--- src/rtl/ram_burst_reader.sv ---
// Burst reader: fetches len words from base_addr (wrapping) over a read-only RAM port and streams them out. Optional stall counter: BURST_STALL_CNT_EN.
// Latency: first ram_en 1 cycle after start, first m_valid RD_LATENCY+2 cycles after start, 1 word/cycle sustained.
// Backpressure: m_ready low holds the FIFO head; reads pause once FIFO occupancy plus in-flight reads reaches FIFO_DEPTH.
module ram_burst_reader #(
    parameter int ADDR_WIDTH = 10,
    parameter int WIDTH      = 32,
    parameter int RD_LATENCY = 1,
    parameter int FIFO_DEPTH = 4
) (
    input  logic                  clk,
    input  logic                  rst_n,
    input  logic                  start,
    input  logic [ADDR_WIDTH-1:0] base_addr,
    input  logic [ADDR_WIDTH:0]   len,
    output logic                  busy,
    output logic                  done,
    output logic                  err,
    output logic [ADDR_WIDTH-1:0] ram_addr,
    output logic                  ram_en,
    input  logic [WIDTH-1:0]      ram_dout,
    output logic [WIDTH-1:0]      m_data,
    output logic                  m_valid,
    input  logic                  m_ready,
    output logic                  m_last,
    output logic [15:0]           stall_cycles
);

    localparam int PW = $clog2(FIFO_DEPTH);
    localparam int CW = PW + 1;
    localparam logic [ADDR_WIDTH:0] MAX_LEN = {1'b1, {ADDR_WIDTH{1'b0}}};

    typedef enum logic [1:0] {IDLE, ISSUE, DRAIN} state_t;

    state_t                 state, state_nxt;
    logic [ADDR_WIDTH:0]    remaining;
    logic [ADDR_WIDTH-1:0]  addr_q;
    logic [CW-1:0]          fifo_count;
    logic [CW-1:0]          inflight;
    logic [PW-1:0]          wr_ptr, rd_ptr;
    logic [WIDTH-1:0]       data_mem [FIFO_DEPTH];
    logic [FIFO_DEPTH-1:0]  last_mem;
    logic [RD_LATENCY-1:0]  cap_pipe, last_pipe;
    logic [CW:0]            occupancy;
    logic                   len_ok, accept, reject, credit_ok, fifo_wr, pop, last_pop;

    assign len_ok    = (len != '0) && (len <= MAX_LEN);
    assign accept    = (state == IDLE) && start && len_ok;
    assign reject    = (state == IDLE) && start && !len_ok;
    assign occupancy = {1'b0, fifo_count} + {1'b0, inflight};
    assign credit_ok = occupancy < (CW+1)'(FIFO_DEPTH);
    assign fifo_wr   = cap_pipe[RD_LATENCY-1];
    assign m_valid   = (fifo_count != '0);
    assign m_data    = data_mem[rd_ptr];
    assign m_last    = m_valid && last_mem[rd_ptr];
    assign pop       = m_valid && m_ready;
    assign last_pop  = pop && m_last;
    assign ram_addr  = addr_q;

    always_ff @(posedge clk or negedge rst_n) begin
        if (!rst_n) begin
            state <= IDLE;
        end else begin
            state <= state_nxt;
        end
    end

    always_comb begin
        state_nxt = state;
        ram_en    = 1'b0;
        busy      = (state != IDLE);
        case (state)
            IDLE: begin
                if (accept) state_nxt = ISSUE;
            end
            ISSUE: begin
                if ((remaining != '0) && credit_ok) begin
                    ram_en = 1'b1;
                    if (remaining == (ADDR_WIDTH+1)'(1)) state_nxt = DRAIN;
                end
            end
            DRAIN: begin
                if (last_pop) state_nxt = IDLE;
            end
            default: state_nxt = IDLE;
        endcase
    end

    // Command bookkeeping and completion pulses.
    always_ff @(posedge clk or negedge rst_n) begin
        if (!rst_n) begin
            addr_q    <= '0;
            remaining <= '0;
            done      <= 1'b0;
            err       <= 1'b0;
        end else begin
            done <= 1'b0;
            err  <= 1'b0;
            if (accept) begin
                addr_q    <= base_addr;
                remaining <= len;
            end
            if (reject) begin
                done <= 1'b1;
                err  <= 1'b1;
            end
            if (ram_en) begin
                addr_q    <= addr_q + ADDR_WIDTH'(1);
                remaining <= remaining - (ADDR_WIDTH+1)'(1);
            end
            if ((state == DRAIN) && last_pop) done <= 1'b1;
        end
    end

    // The last-word flag travels with its read so m_last needs no word counter.
    always_ff @(posedge clk or negedge rst_n) begin
        if (!rst_n) begin
            cap_pipe  <= '0;
            last_pipe <= '0;
            inflight  <= '0;
        end else begin
            cap_pipe[0]  <= ram_en;
            last_pipe[0] <= ram_en && (remaining == (ADDR_WIDTH+1)'(1));
            for (int i = 1; i < RD_LATENCY; i++) begin
                cap_pipe[i]  <= cap_pipe[i-1];
                last_pipe[i] <= last_pipe[i-1];
            end
            case ({ram_en, fifo_wr})
                2'b10:   inflight <= inflight + CW'(1);
                2'b01:   inflight <= inflight - CW'(1);
                default: inflight <= inflight;
            endcase
        end
    end

    always_ff @(posedge clk or negedge rst_n) begin
        if (!rst_n) begin
            wr_ptr     <= '0;
            rd_ptr     <= '0;
            fifo_count <= '0;
            last_mem   <= '0;
            for (int i = 0; i < FIFO_DEPTH; i++) data_mem[i] <= '0;
        end else begin
            if (fifo_wr) begin
                data_mem[wr_ptr] <= ram_dout;
                last_mem[wr_ptr] <= last_pipe[RD_LATENCY-1];
                wr_ptr           <= wr_ptr + PW'(1);
            end
            if (pop) rd_ptr <= rd_ptr + PW'(1);
            case ({fifo_wr, pop})
                2'b10:   fifo_count <= fifo_count + CW'(1);
                2'b01:   fifo_count <= fifo_count - CW'(1);
                default: fifo_count <= fifo_count;
            endcase
        end
    end

`ifdef BURST_STALL_CNT_EN
    logic [15:0] stall_q;

    always_ff @(posedge clk or negedge rst_n) begin
        if (!rst_n) begin
            stall_q <= '0;
        end else if (accept) begin
            stall_q <= '0;
        end else if (busy && m_valid && !m_ready && (stall_q != 16'hFFFF)) begin
            stall_q <= stall_q + 16'd1;
        end
    end

    assign stall_cycles = stall_q;
`else
    assign stall_cycles = '0;
`endif

endmodule

--- config.mk ---
export PLATFORM = sky130hd
export DESIGN_NAME = ram_burst_reader
export DESIGN_NICKNAME = d
export VERILOG_FILES = /design/src/rtl/ram_burst_reader.sv
export SDC_FILE = /design/constraint.sdc
export NUM_CORES = 1
export LEC_CHECK = 0
export BUFFER_PORTS_ARGS = -buffer_cell sky130_fd_sc_hd__buf_2
export CORE_AREA = 2 2 128 130
export CTS_CLUSTER_SIZE = 14
export DETAILED_ROUTE_END_ITERATION = 8
export DIE_AREA = 0 0 130 132
export GPL_ROUTABILITY_DRIVEN = 1
export GPL_TIMING_DRIVEN = 0
export PLACE_DENSITY = 0.72
export SYNTH_ARGS = -nofsm -noshare
export SYNTH_HDL_FRONTEND = slang
export SYNTH_SLANG_ARGS = --single-unit
export TNS_END_PERCENT = 30
--- constraint.sdc ---
create_clock -name clk -period 2.15 [get_ports clk]
set_input_delay 0.43 -clock clk [delete_from_list [all_inputs] [get_ports clk]]
set_output_delay 0.43 -clock clk [all_outputs]
set_load 0.03 [all_outputs]
==> out/qor.csv <==
stage;metric;value;unit
synth;count of flip-flops with a built-in enable after synthesis;0;
clock_network;clock slew at reported path FFs;0.07;ns
timing;slew of the pin with the lowest slew margin;0.718;ns
final_layout;area grow syn2layout;26.7;%
floorplanning;Starting Density;0.501;
floorplanning;die span in x;130;um
detailed_routing;Total Wirelength;17000;um
timing;setup total negative slack;-4.14;ns
critical_path;number of cells traversed by the worst register-to-register path;10;
min_path;type of the tightest min-delay check;in2reg;
synth;dominant cells by area after synthesis;dfrtp_1 54%, mux2_2 19%, mux4_2 9.4%;
power_and_ir_drop;leakage power of the design;4.38;nW
detailed_routing;Starting DRT DRC Count;198;
final_layout;antenna cell count;0;
status;outcome;finished, violations left;
synth;gate count of the mapped netlist;541;
critical_path;CP Class;reg2out;
clock_network;insertion delay to the later sink of the worst-skew pair;0.42;ns
clock_network;cell at the root of the clock tree;clkbuf_16;
place;count of buffers inserted at the top-level ports;104;
timing;worst setup skew after layout;0.0110;ns
timing;total of endpoints with negative setup slack in the final report;45;
critical_path;Critical Path End Type;output pin;
detailed_routing;first drt pass iteration count;4;
status;failing checks;setup timing;
synth;total of flip-flops plus latches after synthesis;169;
global_route;overall global routing resource usage;0.206;
final_layout;total number of nets in the final design;771;
final_layout;commonest non-fill, non-tap cells in the layout;167 x dfrtp_1, 132 x mux2_2, 70 x buf_2, 37 x buf_6;
timing;worst hold-check slack;0.254;ns
detailed_routing;routed len/inst;18.3;um
detailed_routing;remaining antenna violation count after routing;0;
timing;worst slew margin relative to its limit;0.521;
synth;mean instance size in the synthesized netlist;14.6;um2
global_route;vias in the first global route;5495;
place;GP Congestion;0.834;
floorplanning;die footprint;17200;um2
clock_network;CTS H-tree depth;4;
final_layout;Util after Layout;0.635;
detailed_routing;total DRC errors in the routed layout;0;
timing;final setup margin;-0.362;ns
global_route;antenna violations before repair;0;
final_layout;most common cell after layout, fill and taps aside;dfrtp_1;
final_layout;share of layout cells above drive strength 1;0.541;
critical_path;Crit Path Max Fanout;3;
synth;sequential cell area fraction in the yosys report;0.537;
clock_network;CTS tree;built;
synth;library cell with the largest summed area after synthesis;dfrtp_1;
final_layout;number of fill cells in the layout;1181;
floorplanning;top-level I/O count;121;
global_route;total congestion overflow after global routing;0;
floorplanning;core region area;15700;um2
critical_path;Worst EP arrival;2.08;ns
detailed_routing;via count of the routed design;5048;
floorplanning;die height;132;um
job;total of max-cap violations;0;
critical_path;critical path data required time;1.72;ns
power_and_ir_drop;maximum ir drop on the vdd rail;876;uV
clock_network;sink count of the clock tree;169;
power_and_ir_drop;PD cells;1760;nW/um2
floorplanning;standard-cell rows;46;
clock_network;Inserted Clock Buffers;17;
min_path;number of stages on the worst hold path;2;
synth;area share of the leading cell type in the synthesized netlist;0.537;
place;HPWL after DPL;11200;um
timing;count of pins over their slew limit;0;
synth;cell area after synthesis;7880;um2
global_route;global-route wire length before repair;27700;um
power_and_ir_drop;total design power;17.6;mW
clock_network;Clock Tree Buf Depth;2;
timing;Period Utilization, post-route;1.17;
detailed_routing;Vias per Instance;5.43;
synth;yosys synthesis warning count;0;
critical_path;startpoint types;flop;
timing;post-layout min period;2.51;ns
timing;Final Hold Violating Endpoints;0;
synth;synth unique cells;57;
timing;setup repair after global routing missed its margin;yes;
global_route;maximum number of pins on one net before global-route repair;90;
timing;Fmax;398;MHz
synth;Top FF cell, synth;dfrtp_1;
synth;FFs w/ async S/R, synth;1.00;
registers in the layout (all words and copies together) (netlist names):
name	count
data_mem	128
remaining	11
ram_addr	10
last_mem	4
fifo_count	3
inflight	3
rd_ptr	2
state	2
wr_ptr	2
cap_pipe	1
done	1
err	1
last_pipe	1
path summary, 6_finish.rpt:
path	from	end	slack (ns)
setup / recovery	fifo_count[2]$_DFFE_PN0P_	ram_en	-0.36
hold / removal	base_addr[0]	ram_addr[0]$_DFFE_PN0P_	0.25
setup reg to reg	fifo_count[2]$_DFFE_PN0P_	inflight[1]$_DFFE_PN0P_	-0.34
hold reg to reg	inflight[2]$_DFFE_PN0P_	inflight[2]$_DFFE_PN0P_	0.48
max in group asynchronous	rst_n	data_mem[89]$_DFFE_PN0P_	0.77
min in group asynchronous	rst_n	data_mem[73]$_DFFE_PN0P_	0.55
layout make-up:
cell class,instances,area [um2],share of cell area
multi-input cells,329,3520,0.353
plain buffers,40,299,0.0300
repair buffers,129,1040,0.104
inverters,15,56.3,0.00564
clock inverters,11,124,0.0124
well taps,216,270,0.0271
clock buffers,20,437,0.0438
flip-flops and latches,169,4230,0.424
per-stage QoR:
stage | cells | instance area, um2 | worst slack [ns]
6_report | 929 | 9980 | -0.362
3_5_place_dp | 877 | 8780 | -0.296
2_1_floorplan | 556 | 7950 | -0.0825
5_1_grt | 929 | 9980 | -0.427
3_3_place_gp | 876 | 8740 | -1.75
4_1_cts | 921 | 9800 | -0.403
power by group:
part	total [mW]	internal [mW]	switching, mW
registers	5.54	4.68	0.867
clock network	2.95	1.71	1.24
logic	9.06	4.82	4.24
total	17.6	11.2	6.35
synth_stat cells (3+ instances only):
cell type  number
dfrtp_1       169
mux2_2        132
mux4_2         33
nand2_1        19
buf_4          18
inv_1          15
nor2_1         14
buf_1          12
ha_1           11
o211ai_1        9
nand3_1         8
clkbuf_1        6
o21ai_0         6
xor2_1          6
buf_2           5
and3_1          4
o221a_1         4
or3_1           4
xnor2_1         4
a21oi_1         3
a221o_1         3
and2_1          3
nor4_2          3
o21ai_1         3
o221a_2         3
o311ai_1        3
cell families after synthesis:
group                      count (synthesis)  share of synthesized area
AOI/OAI and AO/OA                         44                     0.0445
muxes                                    169                      0.289
other                                      1                   0.000476
adders and majority gates                 13                     0.0226
xor gates and xnor gates                  10                     0.0111
DFF                                      169                      0.537
buffers and inverters                     58                     0.0389
and+or+nand+nor                           77                     0.0561
layer usage:
layer,vias to the layer above,GRT usage,share of wire
met5,-,0,0
met4,0,0.0621,0.013
met3,21,0.0532,0.052
met2,153,0.352,0.51
met1,2588,0.257,0.42
li1,2286,-,-
worst max-delay path, cell delays in order (launching register included):
cell and delay (ns):
dfrtp_1 0.39, ha_1 0.30, or3_4 0.36, nor3_4 0.23
nand2_4 0.09, inv_2 0.08, buf_8 0.10, buf_6 0.12
timing repair:
action	4_1_cts	5_1_grt
gates resized for setup	100	28
pin swaps	3	12
endpoints found under the setup margin	42	58
hold endpoints to repair	1	0
cloned	1	1
hold buffers	1	0
setup buffers	12	9
Note: power is estimated with default switching activity, not from simulation.
